<file path="src/rtl/dn_port_arbiter.sv">
// Shares the core download/NVRAM port between the ioctl loader and the hiscore engine.
// One transaction at a time; writes take 3 cycles IDLE-to-IDLE, reads 3+RD_LAT; one-cycle ack.
module dn_port_arbiter #(
  parameter int ADDR_W = 16,
  parameter int DATA_W = 8,
  parameter int RD_LAT = 1
) (
  input  logic              clk_sys,
  input  logic              reset_n,
  input  logic              paused,
  input  logic              ld_lock,
  input  logic              ld_req,
  input  logic              hs_req,
  input  logic              ld_we,
  input  logic              hs_we,
  input  logic              ld_nv,
  input  logic              hs_nv,
  input  logic [ADDR_W-1:0] ld_addr,
  input  logic [ADDR_W-1:0] hs_addr,
  input  logic [DATA_W-1:0] ld_wdata,
  input  logic [DATA_W-1:0] hs_wdata,
  output logic              ld_ack,
  output logic              hs_ack,
  output logic [DATA_W-1:0] rdata,
  output logic [ADDR_W-1:0] dn_addr,
  output logic [DATA_W-1:0] dn_data,
  output logic              dn_wr,
  output logic              dn_nvram_wr,
  output logic              dn_nvram,
  input  logic [DATA_W-1:0] dn_din,
  output logic              busy
);

  typedef enum logic [1:0] {S_IDLE, S_ISSUE, S_WAIT, S_ACK} state_t;

  localparam logic [2:0] LAT = 3'(RD_LAT);

  state_t state, state_nx;

  logic              grant_ld, grant_hs, hs_elig;
  logic              sel_we, sel_nv;
  logic [ADDR_W-1:0] sel_addr;
  logic [DATA_W-1:0] sel_wdata;
  logic              t_we, t_ld, last_ld;
  logic [2:0]        cnt;

  always_comb begin
    grant_ld  = 1'b0;
    grant_hs  = 1'b0;
    hs_elig   = hs_req && paused && !ld_lock;
    if (ld_req && hs_elig) begin
      // last_ld resets to 0 ("hiscore went last") so the loader wins the first tie
      grant_ld = !last_ld;
      grant_hs = last_ld;
    end else begin
      grant_ld = ld_req;
      grant_hs = hs_elig;
    end
    sel_we    = grant_ld ? ld_we    : hs_we;
    sel_nv    = grant_ld ? ld_nv    : hs_nv;
    sel_addr  = grant_ld ? ld_addr  : hs_addr;
    sel_wdata = grant_ld ? ld_wdata : hs_wdata;

    state_nx = state;
    case (state)
      S_IDLE:  if (grant_ld || grant_hs) state_nx = S_ISSUE;
      S_ISSUE: state_nx = t_we ? S_ACK : S_WAIT;
      S_WAIT:  if (cnt == 3'd1) state_nx = S_ACK;
      S_ACK:   state_nx = S_IDLE;
      default: state_nx = S_IDLE;
    endcase
  end

  always_ff @(posedge clk_sys) begin
    if (!reset_n) state <= S_IDLE;
    else          state <= state_nx;
  end

  // dn_addr/dn_data/dn_nvram double as the transaction register, so they
  // hold the last transaction's values while idle.
  always_ff @(posedge clk_sys) begin
    if (!reset_n) begin
      t_we        <= 1'b0;
      t_ld        <= 1'b0;
      last_ld     <= 1'b0;
      cnt         <= 3'd0;
      ld_ack      <= 1'b0;
      hs_ack      <= 1'b0;
      rdata       <= '0;
      dn_addr     <= '0;
      dn_data     <= '0;
      dn_wr       <= 1'b0;
      dn_nvram_wr <= 1'b0;
      dn_nvram    <= 1'b0;
      busy        <= 1'b0;
    end else begin
      dn_wr       <= 1'b0;
      dn_nvram_wr <= 1'b0;
      ld_ack      <= 1'b0;
      hs_ack      <= 1'b0;
      busy        <= (state_nx != S_IDLE);
      case (state)
        S_IDLE: begin
          if (grant_ld || grant_hs) begin
            t_ld        <= grant_ld;
            t_we        <= sel_we;
            dn_addr     <= sel_addr;
            dn_data     <= sel_wdata;
            dn_nvram    <= sel_nv;
            dn_wr       <= sel_we && !sel_nv;
            dn_nvram_wr <= sel_we && sel_nv;
          end
        end
        S_ISSUE: begin
          if (t_we) begin
            ld_ack <= t_ld;
            hs_ack <= !t_ld;
          end else begin
            cnt <= LAT;
          end
        end
        S_WAIT: begin
          cnt <= cnt - 3'd1;
          if (cnt == 3'd1) begin
            rdata  <= dn_din;
            ld_ack <= t_ld;
            hs_ack <= !t_ld;
          end
        end
        S_ACK:   last_ld <= t_ld;
        default: ;
      endcase
    end
  end

endmodule

</file>
<file path="config.mk">
export PLATFORM = sky130hd
export DESIGN_NAME = dn_port_arbiter
export DESIGN_NICKNAME = d
export VERILOG_FILES = /design/src/rtl/dn_port_arbiter.sv
export SDC_FILE = /design/constraint.sdc
export NUM_CORES = 1
export LEC_CHECK = 0
export ABC_AREA = 0
export BUFFER_PORTS_ARGS = -buffer_cell sky130_fd_sc_hd__buf_2
export CORE_ASPECT_RATIO = 2
export CORE_UTILIZATION = 48
export DETAILED_ROUTE_END_ITERATION = 16
export PLACE_DENSITY = 0.9
export SYNTH_ARGS = -nofsm -noshare
export SYNTH_HDL_FRONTEND = slang
export SYNTH_SLANG_ARGS = --single-unit
</file>
<file path="constraint.sdc">
create_clock -name clk_sys -period 3.2 [get_ports clk_sys]
set_clock_uncertainty 0.15 [all_clocks]
set_input_delay 0.64 -clock clk_sys [delete_from_list [all_inputs] [get_ports clk_sys]]
set_output_delay 0.64 -clock clk_sys [all_outputs]
set_load 0.05 [all_outputs]
</file>
==> Word level (Yosys, flattened, before mapping) <==
Cells that the tools add are included.
Widths: inputs -> output; s select.
{ "word_totals": {"reg_bits": 46, "input_bits": 66, "out_inout_bits": 38, "wordCells": 55} }
{ "op_classes": {"n_addsub": 1, "n_eq_ne": 5, "mux": 18, "n_reduce_logical": 17} }
{ "op_table": {"columns": ["cell", "n"], "rows": [
  ["$mux 16", 1],
  ["$mux 1", 9],
  ["$mux 8", 1],
  ["$pmux 2 s4", 1],
  ["$pmux 3 s2", 1],
  ["$reduce_and 2->1", 3],
  ["$logic_and 1x1->1", 5],
  ["$eq 2x2->1 const B", 2],
  ["$logic_not 1->1", 4],
  ["$mux 2", 2],
  ["$pmux 1 s2", 2],
  ["$reduce_bool 2->1", 2],
  ["$eq 3x1->1 const B", 1],
  ["$mux 3", 1],
  ["$reduce_and 3->1", 1],
  ["$sub 3x1->3 const B", 1],
  ["$eq 2x1->1 const B", 1],
  ["$logic_not 2->1", 1],
  ["$ne 2x2->1 const B", 1],
  ["$logic_or 1x1->1", 1]
]} }

==> Logic depth before layout (Yosys ltp) <==
{ "logic_depth": {"depth_word": 8, "ltp_mapped": 7, "depth_no_buf": 6} }

==> Worst setup path after synthesis <==
OpenSTA, ideal clock, no wires.
{ "synth_timing": {"path_type": "input port to flip-flop", "start": "input port paused", "end": "register busy", "setup_time_ns": 0.121, "arrival_ns": 1.492, "t_required_ns": 2.929, "setup_slack_ns": 1.436, "cell_stages": 4, "path_buffers": 0, "cell_sequence": "and3b_1 -> or4b_4 -> a22oi_2 -> a21oi_1"} }
{ "synth_via": {"elab_chain_len": 8, "word_cells_on_any_way": 9, "cone_classes": "mux: 4; reduce/logical: 5"} }
{ "synth_lines": {"columns": ["item", "line_no", "text"], "rows": [
  ["start, declared", "10", "input logic paused,"],
  ["$logic_and 1x1->1 (*) (2 in series)", "50", "hs_elig = hs_req && paused && !ld_lock;"],
  ["$logic_and 1x1->1", "51", "if (ld_req && hs_elig) begin"],
  ["$mux 1", "51", null],
  ["$logic_or 1x1->1 (*)", "66", "S_IDLE: if (grant_ld || grant_hs) state_nx = S_ISSUE;"],
  ["$mux 2 (*)", "66", null],
  ["$pmux 2 s4 (*)", "65", "case (state)"],
  ["$reduce_bool 2->1 (*)", "101", "busy <= (state_nx != S_IDLE);"],
  ["end signal, assigned", "101", null],
  ["end, declared", "31", "output logic busy"]
]} }
Mark *: on every way between the ends. The rest lies on a longest branch, timed or not.
A chain may end at the register's enable or synchronous reset.

==> Worst setup path in the final report <==
{ "layout_timing": {"start": "register state[0]", "end": "register ld_ack"} }
{ "layout_via": {"elab_chain_len": 2, "word_cells_on_any_way": 3, "cone_classes": "eq/ne: 2; mux: 1"} }
{ "layout_lines": {"columns": ["item", "line_no", "text"], "rows": [
  ["start, declared", "38", "state_t state, state_nx;"],
  ["start signal, assigned", "76", "else state <= state_nx;"],
  ["$eq 2x2->1 or $eq 2x1->1 (tied branches)", "102", "case (state)"],
  ["$pmux 1 s2 (*)", "102", null],
  ["end signal, assigned", "116", "ld_ack <= t_ld;"],
  ["end signal, assigned", "126", "ld_ack <= t_ld;"],
  ["end, declared", "22", "output logic ld_ack,"]
]} }
Marked as above.

==> results.py <==
metrics = {
    "timing": {
        "period_minus_slack_ns": 2.04,
        "final.period_utilization_pct": 63.9,
        "finalMaxSlewViolations": 0,
        "fin_ws_ns": 1.16,
        "slew_headroom_pct": 60.4,
        "hold_viol_final": 0,
        "grt_setup_unrepaired": "no",
        "clock.fmax_mhz": 489,
        "final.setup.tns_ns": 0,
        "worst_pin_slew_ns": 0.593,
        "final-setup-viol-count": 0,
    },
    "global_route": {
        "use_met2_pct": 41.3,
        "busiest_layer": "met2",
        "grtUsageMet3_pct": 5.51,
        "grt_pass1_wl_um": 7350,
        "global_route.usage.total_pct": 22.9,
        "globalRoute.totalOverflow": 0,
        "antenna_violations_before_repair": 0,
        "grt_pass1_vias": 1811,
        "globalRouteMet1Util_pct": 22.8,
        "grt_max_degree": 55,
    },
    "critical_path": {
        "critical_path_class": "reg2reg",
        "path_cells": "inv_1, ha_1, nand3b_1, o21ai_0, and3_1",
        "r2r-end": "ld_ack",
        "critical_path.endpoint_type": "register",
        "worst-r2r-setup-slack_ns": 1.16,
        "crit_slowest_cell": "nand3b_1",
        "cp_data_arrival_time_ns": 2.08,
        "r2r_start": "state[0]",
        "cp_max_fo": 10,
        "cpPeakStageDelay_ns": 0.49,
        "rr_worst_depth": 5,
        "setup.worst_path.start_class": "register",
        "data_required_time_at_the_worst_endpoint_ns": 3.24,
    },
    "layout": {
        "finish.net_count": 403,
        "antenna_cells_inserted": 0,
        "drive_gt1_share_pct": 34.9,
        "area_growth_pct": 30.6,
        "layoutNonFillerInstCount": 383,
        "layout.cells.most_common_list": "103 x buf_2, 58 x nand2_1, 46 x dfxtp_1, 28 x o21ai_0, 25 x a31oi_1",
        "postLayoutCoreUtil_pct": 65.8,
        "mostFrequentLayoutCell": "buf_2",
        "nFillCells": 353,
    },
    "logic_synthesis": {
        "synth_warnings": 0,
        "synthesized_area_divided_by_synthesized_cell_count_um2": 8.32,
        "netlist_area_mm2": 0.00196,
        "synth-seq-cells": 46,
        "seq_area_frac_synth_pct": 47.1,
        "synth.net_count": 307,
        "synthDistinctLibCells": 28,
        "synth_cells": 235,
    },
    "die": {
        "io_pins": 104,
        "placementRows": 32,
        "starting_density_of_the_core_pct": 50.4,
        "die-height_um": 92.3,
        "floorplan.die_area_mm2": 0.00435,
        "placeableCoreArea_mm2": 0.00388,
        "die_w_um": 47.1,
    },
    "route": {
        "drcViolationCount": 0,
        "detail_route.first_pass.iterations": 4,
        "detail_route.wirelength_um": 4610,
        "drt_iter0_markers": 36,
        "via_count": 1993,
        "avgRoutedWirePerCell_um": 12.0,
        "ant_nets": 0,
        "routed_via_density": 5.20,
    },
    "placed_design": {
        "detailed_place_hpwl_um": 3450,
        "gpl.final_weighted_congestion": 0.818,
        "dpl.cell_count": 375,
        "numPortBuffers": 103,
        "detailedPlace.worstSlack_ns": 1.18,
    },
    "cts": {
        "cts.clk_slew.worst_paths_ns": 0.09,
        "cts_setup_buffers": 0,
        "tritoncts_num_sinks": 46,
        "tritoncts_clock_tree": "yes",
        "cts_inserted_buffers": 5,
        "hold_buffer_count_at_cts": 0,
        "clock_path_buffers": 2,
        "clock-root-buffer": "clkbuf_8",
        "clkLatencyLatePin_ns": 0.29,
        "cts_max_level": 2,
        "cts_resized": 0,
    },
    "min_path": {
        "hold_class": "reg2reg",
        "hold_depth": 2,
        "timing.hold.worst.start": "cnt[2]",
        "hold-path-endpoint": "cnt[2]",
    },
    "status": {
        "outcome": "finished clean",
    },
    "power_and_ir_drop": {
        "max-vdd-ir-drop_uv": 555,
        "pwr_density_cell_mw_per_mm2": 799,
        "total_leakage_power_uw": 0.00130,
    },
    "flow_run": {
        "max-cap-violations": 0,
    },
}
-- per-stage QoR --
step                total power (µW)  hold slack [ns]  instance area [µm²]
CTS                             2050            0.340                 2550
detailed placement              1700            0.327                 2460
floorplan                       1500            0.271                 1960
global route                    2170            0.370                 2550
finish                          2040            0.341                 2550
global placement                1680            0.312                 2460
-- area by class of cell --
type                    count  area, µm²  area share (%)
flip-flops and latches     46        921            36.0
multi-input cells         166        920            36.0
repair buffers            105        531            20.8
clock buffers               5       68.8            2.69
well taps                  51       63.8            2.50
inverters                   7       26.3            1.03
clock inverters             3       25.0           0.979
-- layer usage --
layer | vias up | part of all wire (%)
met5 | - | 0
met1 | 903 | 37
li1 | 999 | -
met4 | 0 | 1.8
met3 | 8 | 5.8
met2 | 83 | 56
-- where the power goes --
group	switching, µW	internal, µW
Clock	196	158
Sequential	80.1	710
Combinational	645	252
Total	921	1120
-- worst max-delay path: cells and delay by family (launching register included) --
| family | cells | cell delay [ns] |
|---|---|---|
| flip-flops | 1 | 0.44 |
| buffers and inverters | 1 | 0.10 |
| AO/OA/AOI/OAI | 1 | 0.24 |
| adder cells (fa/ha/maj) | 1 | 0.28 |
| AND/OR/NAND/NOR | 2 | 0.73 |
-- state kept, by name (all words and copies together) (netlist names) --
name         count
busy             1
cnt              3
dn_addr         16
dn_data          8
dn_nvram         1
dn_nvram_wr      1
dn_wr            1
hs_ack           1
last_ld          1
ld_ack           1
rdata            8
state            2
t_ld             1
t_we             1
-- synthesized netlist by cell type --
master | count | area share [%]
nand2_2 | 1 | 0.32
buf_4 | 4 | 1.5
a21oi_1 | 5 | 1.3
o21ai_0 | 28 | 7.2
a311oi_1 | 1 | 0.45
nand3_1 | 2 | 0.51
clkbuf_1 | 6 | 1.2
nand3b_1 | 4 | 1.5
o2bb2ai_1 | 1 | 0.45
nand4b_1 | 1 | 0.45
a31oi_1 | 25 | 8.0
ha_1 | 6 | 3.8
buf_6 | 1 | 0.58
a211oi_1 | 1 | 0.38
and3_1 | 1 | 0.32
mux2i_1 | 9 | 4.6
nand2b_1 | 1 | 0.32
and3b_1 | 2 | 0.90
dfxtp_1 | 46 | 47
o21a_1 | 1 | 0.38
or4b_4 | 1 | 0.70
inv_1 | 7 | 1.3
and2_1 | 2 | 0.64
nor2b_1 | 1 | 0.32
nor2_1 | 14 | 2.7
a22oi_2 | 1 | 0.64
buf_2 | 5 | 1.3
nand2_1 | 58 | 11
-- logic make-up after synthesis --
kind of cell | share of synthesized area [%]
fa+ha+maj | 3.84
mux | 4.61
compound gates | 18.7
flops | 47.1
buf+inv | 5.89
simple gates | 19.8
-- worst max-delay path by stage --
stage	from	to	slack, ns	cells past startpoint
after floorplan	paused	busy	1.44	4
after global placement	ld_lock	t_we	1.21	6
after detailed placement	state[0]	busy	1.18	6
after CTS	state[0]	ld_ack	1.17	5
after global routing	state[0]	busy	1.02	6
final	state[0]	ld_ack	1.16	5
(Power assumes the default switching activity.)
